**config.mk**
```make
export PLATFORM = sky130hd
export DESIGN_NAME = sparse_outer_product_engine
export DESIGN_NICKNAME = d
export VERILOG_FILES = /design/src/rtl/sparse_outer_product_engine_pkg.sv /design/src/rtl/sparse_outer_product_engine_mac_row.sv /design/src/rtl/sparse_outer_product_engine.sv
export SDC_FILE = /design/constraint.sdc
export NUM_CORES = 2
export LEC_CHECK = 0
export BUFFER_PORTS_ARGS = -buffer_cell sky130_fd_sc_hd__buf_4
export CAP_MARGIN = 40
export CORE_ASPECT_RATIO = 0.8
export CORE_MARGIN = 2
export CORE_UTILIZATION = 25
export DETAILED_ROUTE_END_ITERATION = 12
export GPL_ROUTABILITY_DRIVEN = 0
export SLEW_MARGIN = 20
export SYNTH_ARGS = -nofsm -noshare
export SYNTH_HDL_FRONTEND = slang
export SYNTH_SLANG_ARGS = --single-unit
```
**constraint.sdc**
```tcl
create_clock -name clk -period 7.3 [get_ports clk]
set_input_delay 0.73 -clock clk [delete_from_list [all_inputs] [get_ports clk]]
set_output_delay 0.73 -clock clk [all_outputs]
set_load 0.1 [all_outputs]
```
**src/rtl/sparse_outer_product_engine_pkg.sv**
```systemverilog
// Shared types and width helpers for the sparse outer-product engine.
package sparse_op_pkg;

  // Engine control states.
  typedef enum logic [2:0] {
    IDLE  = 3'd0,
    ACCUM = 3'd1,
    FLUSH = 3'd2,
    DRAIN = 3'd3,
    DONE  = 3'd4
  } state_e;

  // Accumulator width that holds n full-width products without overflow.
  function automatic int acc_w_f(input int n, input int dw);
    return 2 * dw + $clog2(n) + 1;
  endfunction

  // Width of a row/column index for an n-wide matrix (at least one bit).
  function automatic int idx_w_f(input int n);
    return (n > 1) ? $clog2(n) : 1;
  endfunction

endpackage

```
**src/rtl/sparse_outer_product_engine_mac_row.sv**
```systemverilog
// One row of C: N multipliers feeding a product register (stage 1)
// and N wrapping accumulators (stage 2).
module op_mac_row
  import sparse_op_pkg::*;
#(
  parameter int N      = 3,
  parameter int DATA_W = 8,
  parameter int ACC_W  = acc_w_f(3, 8),
  parameter bit SIGNED = 1'b0
) (
  input  logic                clk,
  input  logic                rst_n,
  input  logic                clr_i,
  input  logic                ld_i,
  input  logic                prod_v_i,
  input  logic [DATA_W-1:0]   a_elem_i,
  input  logic [N*DATA_W-1:0] b_row_i,
  output logic [N*ACC_W-1:0]  acc_row_o
);

  localparam int PW = 2 * DATA_W;

  logic [PW-1:0]    a_ext_s;
  logic [PW-1:0]    b_ext_s [N];
  logic [PW-1:0]    mul_s   [N];
  logic [PW-1:0]    prod_q  [N];
  logic [ACC_W-1:0] prod_x_s [N];
  logic [ACC_W-1:0] acc_q   [N];
  logic [ACC_W-1:0] acc_d   [N];

  // Extend operands to product width so the low PW bits are the exact product.
  always_comb begin
    if (SIGNED) begin
      a_ext_s = {{DATA_W{a_elem_i[DATA_W-1]}}, a_elem_i};
    end else begin
      a_ext_s = {{DATA_W{1'b0}}, a_elem_i};
    end
    for (int j = 0; j < N; j++) begin
      if (SIGNED) begin
        b_ext_s[j] = {{DATA_W{b_row_i[j*DATA_W+DATA_W-1]}}, b_row_i[j*DATA_W +: DATA_W]};
      end else begin
        b_ext_s[j] = {{DATA_W{1'b0}}, b_row_i[j*DATA_W +: DATA_W]};
      end
      mul_s[j] = a_ext_s * b_ext_s[j];
    end
  end

  // Widen stored products to accumulator width and form the next sums.
  always_comb begin
    for (int j = 0; j < N; j++) begin
      if (SIGNED) begin
        prod_x_s[j] = {{(ACC_W-PW){prod_q[j][PW-1]}}, prod_q[j]};
      end else begin
        prod_x_s[j] = {{(ACC_W-PW){1'b0}}, prod_q[j]};
      end
      if (clr_i) begin
        acc_d[j] = '0;
      end else if (prod_v_i) begin
        acc_d[j] = acc_q[j] + prod_x_s[j];
      end else begin
        acc_d[j] = acc_q[j];
      end
    end
  end

  // Product and accumulator registers.
  always_ff @(posedge clk) begin
    if (!rst_n) begin
      for (int j = 0; j < N; j++) begin
        prod_q[j] <= '0;
        acc_q[j]  <= '0;
      end
    end else begin
      for (int j = 0; j < N; j++) begin
        if (ld_i) begin
          prod_q[j] <= mul_s[j];
        end
        acc_q[j] <= acc_d[j];
      end
    end
  end

  for (genvar j = 0; j < N; j++) begin : g_out
    assign acc_row_o[j*ACC_W +: ACC_W] = acc_q[j];
  end

endmodule

```
**src/rtl/sparse_outer_product_engine.sv**
```systemverilog
// NxN matrix multiply by outer-product accumulation: takes one A column and
// one B row per beat, accumulates N*N products, then streams C row-major.
module sparse_outer_product_engine
  import sparse_op_pkg::*;
#(
  parameter int N         = 3,
  parameter int DATA_W    = 8,
  parameter int ACC_W     = acc_w_f(N, DATA_W),
  parameter bit SIGNED    = 1'b0,
  parameter bit SKIP_ZERO = 1'b1,
  localparam int IDX_W    = idx_w_f(N),
  localparam int CNT_W    = $clog2(N + 1)
) (
  input  logic                clk,
  input  logic                rst_n,
  input  logic                start,
  input  logic                in_valid,
  output logic                in_ready,
  input  logic [N*DATA_W-1:0] a_col,
  input  logic [N*DATA_W-1:0] b_row,
  output logic                c_valid,
  input  logic                c_ready,
  output logic [ACC_W-1:0]    c_data,
  output logic [IDX_W-1:0]    c_row,
  output logic [IDX_W-1:0]    c_col,
  output logic                busy,
  output logic                done,
  output logic [CNT_W-1:0]    skip_count
);

  localparam logic [IDX_W-1:0] LAST_IDX  = IDX_W'(N - 1);
  localparam logic [CNT_W-1:0] LAST_BEAT = CNT_W'(N - 1);

  state_e           state_q, state_d;
  logic [CNT_W-1:0] beat_q, beat_d;
  logic [CNT_W-1:0] skip_q, skip_d;
  logic [IDX_W-1:0] row_q, row_d;
  logic [IDX_W-1:0] col_q, col_d;
  logic             prod_v_q, prod_v_d;
  logic             in_ready_q, c_valid_q, busy_q, done_q;

  logic accept_s, zero_s, skip_s, clr_s, c_fire_s, last_elem_s;

  logic [N*ACC_W-1:0] acc_row_s [N];
  logic [ACC_W-1:0]   acc_s     [N][N];

  assign accept_s    = in_valid && (state_q == ACCUM);
  assign zero_s      = (a_col == '0) || (b_row == '0);
  assign skip_s      = SKIP_ZERO && zero_s;
  assign clr_s       = (state_q == IDLE) && start;
  assign c_fire_s    = (state_q == DRAIN) && c_ready;
  assign last_elem_s = (row_q == LAST_IDX) && (col_q == LAST_IDX);

  // Next-state logic for the run sequence.
  always_comb begin
    state_d = state_q;
    case (state_q)
      IDLE: begin
        if (start) state_d = ACCUM;
        else       state_d = IDLE;
      end
      ACCUM: begin
        if (accept_s && (beat_q == LAST_BEAT)) state_d = FLUSH;
        else                                   state_d = ACCUM;
      end
      FLUSH: state_d = DRAIN;
      DRAIN: begin
        if (c_fire_s && last_elem_s) state_d = DONE;
        else                         state_d = DRAIN;
      end
      DONE:    state_d = IDLE;
      default: state_d = IDLE;
    endcase
  end

  // Beat/skip counters, product-valid flag and drain index walk.
  always_comb begin
    beat_d   = beat_q;
    skip_d   = skip_q;
    prod_v_d = 1'b0;
    row_d    = row_q;
    col_d    = col_q;
    if (clr_s) begin
      beat_d = '0;
      skip_d = '0;
    end else if (accept_s) begin
      beat_d   = beat_q + CNT_W'(1);
      prod_v_d = !skip_s;
      if (skip_s) skip_d = skip_q + CNT_W'(1);
      else        skip_d = skip_q;
    end else begin
      beat_d = beat_q;
      skip_d = skip_q;
    end
    if (c_fire_s) begin
      if (col_q == LAST_IDX) begin
        col_d = '0;
        if (row_q == LAST_IDX) row_d = '0;
        else                   row_d = row_q + IDX_W'(1);
      end else begin
        col_d = col_q + IDX_W'(1);
      end
    end else begin
      row_d = row_q;
      col_d = col_q;
    end
  end

  // Control registers; status flags are registered from the next state.
  always_ff @(posedge clk) begin
    if (!rst_n) begin
      state_q    <= IDLE;
      beat_q     <= '0;
      skip_q     <= '0;
      row_q      <= '0;
      col_q      <= '0;
      prod_v_q   <= 1'b0;
      in_ready_q <= 1'b0;
      c_valid_q  <= 1'b0;
      busy_q     <= 1'b0;
      done_q     <= 1'b0;
    end else begin
      state_q    <= state_d;
      beat_q     <= beat_d;
      skip_q     <= skip_d;
      row_q      <= row_d;
      col_q      <= col_d;
      prod_v_q   <= prod_v_d;
      in_ready_q <= (state_d == ACCUM);
      c_valid_q  <= (state_d == DRAIN);
      busy_q     <= (state_d != IDLE);
      done_q     <= (state_d == DONE);
    end
  end

  for (genvar i = 0; i < N; i++) begin : g_row
    op_mac_row #(
      .N      (N),
      .DATA_W (DATA_W),
      .ACC_W  (ACC_W),
      .SIGNED (SIGNED)
    ) u_row (
      .clk       (clk),
      .rst_n     (rst_n),
      .clr_i     (clr_s),
      .ld_i      (accept_s),
      .prod_v_i  (prod_v_q),
      .a_elem_i  (a_col[i*DATA_W +: DATA_W]),
      .b_row_i   (b_row),
      .acc_row_o (acc_row_s[i])
    );
    for (genvar j = 0; j < N; j++) begin : g_col
      assign acc_s[i][j] = acc_row_s[i][j*ACC_W +: ACC_W];
    end
  end

  assign in_ready   = in_ready_q;
  assign c_valid    = c_valid_q;
  assign busy       = busy_q;
  assign done       = done_q;
  assign skip_count = skip_q;
  assign c_row      = row_q;
  assign c_col      = col_q;
  assign c_data     = acc_s[row_q][col_q];

endmodule

```
==> metrics.yaml <==
drc: 0
synth_area_leaders: "fa_1 (18%), ha_1 (15%), edfxtp_1 (11%)"
synth_cells: 4317
post_cts_buffers: 0
clk_pin_slew_ps: 60
outcome: "complete, no violations"
setup_tns_ps: 0
route.met2.wl_um: 43500
top_layer_used: "met5"
critPathRequiredTime_ps: 7610
finalSetupViolCount: 0
ys_ff_latch: 331
grt_overflow: 0
wl_met1_um: 56800
setup_slack_ps: 2530
dp_hpwl_um: 83400
tightest_slew_ps: 954
antenna_found_initial: 10
vias_per_cell: 4.73
htreeDepth: 2
min_period_ps: 4770
ioPinCount: 82
final_net_count: 5121
grtUsageTotal: 0.141
max-vdd-ir-drop_mv: 0.165
preCtsSetupSlack_ps: 2000
io_buffers: 81
final_common_cell: "inv_1"
finalCritPeriodShare: 0.653
rsz0062_at_grt: "false"
critPathLaunchType: "primary input"
final_cell_mix: "inv_1 (497), and2_1 (476), ha_1 (469), fa_1 (333), nand2_1 (306)"
hold_buffers: 0
relSlewSlack: 0.364
drv_slew: 0
synth_top_area_cell: "fa_1"
cts.sinks: 331
root_buffer: "clkbuf_16"
critPathKind: "primary input to register"
syn-mean-instance-area_um2: 8.82
ctsLongestPathBuffers: 3
crit_family: "adder cells"
avgRoutedWirePerCell_um: 17.4
postSynth.asyncResetShare: 0
num_rows: 128
synth_nets: 5172
ant_nets: 0
powerDensity_nw_per_um2: 203
drtPass1Iterations: 6
leakagePower_nw: 18.8
critPathMaxStageDelay_ps: 500
grt_pass1_vias: 29554
start_util: 0.251
cts-buffers-inserted: 41
maxCapViolations: 0
wl_um: 110000
ys_warn_count: 0
endpoint_kind: "register"
die_area_um2: 155000
syn2layout_area_growth_pct: 10.5
crit_arrival_ps: 5070
core_area_um2: 152000
die_w_um: 440
fmax_mhz: 210
ys_seq_area_frac: 0.212
yosys.area.top_type_share: 0.175
crit_chain: "buf_4 -> and2_1 -> fa_1 -> fa_1 -> fa_1 -> inv_1 -> fa_1 -> inv_1 -> ha_1 -> o21a_1 -> o21ai_0 -> a21oi_1 -> o41ai_1 -> o21ai_0 -> xnor2_1 -> nor2_1"
hold_class: "primary input to register"
finalClockSkew_ps: 32.3
yosys.cell_types.count: 70
die_h_um: 353
drive_above_1_share: 0.0440
clock_latency_ps: 590
wl_met3_um: 7540
grt_pass1_wl_um: 174000
cpMaxStageDelayCell: "fa_1"
synth_edf_count: 144
cts_tree: "built"
synth_top_flop_cell: "dfxtp_1"
drt_iter0_drc: 2382
fillerInstances: 15983
cp_num_buf_inv: 3
cts_resized: 0
worstPathMaxFanout: 25
cpMostUsedCell: "fa_1"
syn-cell-area_um2: 38100
grt_max_degree: 131
finalHoldViolations: 0
vias: 29881
power breakdown:
part / leakage [nW] / internal [mW] / switching [mW]
sequential: 3.03 / 2.05 / 0.0967
combinational: 15.1 / 1.74 / 2.55
clock: 0.657 / 1.20 / 0.892
total: 18.8 / 4.99 / 3.54
sequential cells by signal, summed over array words and instances, names as in the netlist:
| signal | cells |
|---|---|
| g_row.u_row.prod_q | 144 |
| c_row | 2 |
| state_q | 3 |
| prod_v_q | 1 |
| busy | 1 |
| skip_count | 2 |
| beat_q | 2 |
| c_valid | 1 |
| done | 1 |
| c_col | 2 |
| g_row.u_row.acc_q | 171 |
| in_ready | 1 |
worst reg2reg max path, stage by stage, from the launching register on:
cell and delay, ps:
dfxtp_1 370, ha_1 230, inv_1 70, fa_1 400, nor2b_1 130, o21a_1 140
o21ai_0 130, a21oi_1 370, a21oi_1 240, o31a_1 360, o21ai_0 250, mux2i_1 210
final timing paths:
check                                                start                                         end  slack, ps  cells after the start
hold / removal                                       start                             busy$_SDFF_PN0_        410                      3
setup / recovery                                 a_col[13]  g_row[1].u_row.prod_q[0][47]$_SDFFCE_PN0P_       2530                     16
hold reg to reg   g_row[2].u_row.acc_q[0][50]$_SDFFE_PP0P_    g_row[2].u_row.acc_q[0][50]$_SDFFE_PP0P_        470                      2
setup reg to reg   g_row[0].u_row.acc_q[0][0]$_SDFFE_PP0P_    g_row[0].u_row.acc_q[0][18]$_SDFFE_PP0P_       4310                     11
kinds of logic (layout without fill, tap and decap cells):
kind of cell    after synthesis  after routing  share of synthesized area
compound gates              748            748                      0.123
xor+xnor                    205            205                     0.0472
fa+ha+maj                   802            802                      0.329
buf+inv                     694            676                     0.0686
flops                       331            331                      0.212
mux                         105            105                     0.0276
other cells                   0              1                          0
simple gates               1432           1432                      0.193
Yosys cell counts (5+ instances only):
cell      instances
a211o_1           5
a211oi_1         40
a21boi_0          5
a21o_1           62
a21oi_1         214
a31o_2            5
a31oi_1          17
a41oi_1           5
and2_1          476
and3_1           56
buf_1            13
clkbuf_1        179
dfxtp_1         187
edfxtp_1        144
fa_1            333
ha_1            469
inv_1           497
mux2i_1         105
nand2_1         307
nand2b_1         46
nand3_1          39
nand4_1          18
nor2_1          303
nor2b_1          46
nor3_1           84
nor3b_1          11
nor4_1           14
o211ai_1         28
o21a_1           57
o21ai_0         178
o21ai_1          22
o21bai_1         10
o221ai_1          5
o22ai_1          28
o31a_1            9
o31ai_1          14
o41ai_1          12
or2_2             5
or3_1             9
xnor2_1          91
xor2_1          114
metal layers:
layer	vias to the layer above	GRT usage
met5	-	0
met3	115	0.0199
met4	2	0.0297
met1	14572	0.222
li1	14320	-
met2	872	0.200
area by class of cell:
| cell class | count | area (µm²) | area share |
|---|---|---|---|
| inverter | 498 | 1870 | 0.0444 |
| timing repair buffer | 102 | 818 | 0.0195 |
| clock buffer | 53 | 1110 | 0.0265 |
| multi-input combinational | 3292 | 27400 | 0.652 |
| clock inverter | 23 | 223 | 0.00530 |
| antenna | 1 | 2.50 | 0.0000595 |
| sequential | 331 | 8080 | 0.192 |
| tap | 2015 | 2520 | 0.0599 |
stage by stage:
stage | power (mW) | utilization | cell area (µm²) | hold WS (ps) | instances
4_1_cts | 8.54 | 0.277 | 42100 | 372 | 6314
6_report | 8.53 | 0.277 | 42100 | 415 | 6315
5_1_grt | 9.22 | 0.277 | 42100 | 419 | 6314
3_5_place_dp | 6.41 | 0.268 | 40700 | 461 | 6238
2_1_floorplan | 5.25 | - | 38100 | 440 | 4317
3_3_place_gp | 6.33 | 0.268 | 40700 | 457 | 6235
No activity file was read; power rests on OpenSTA's default activity.
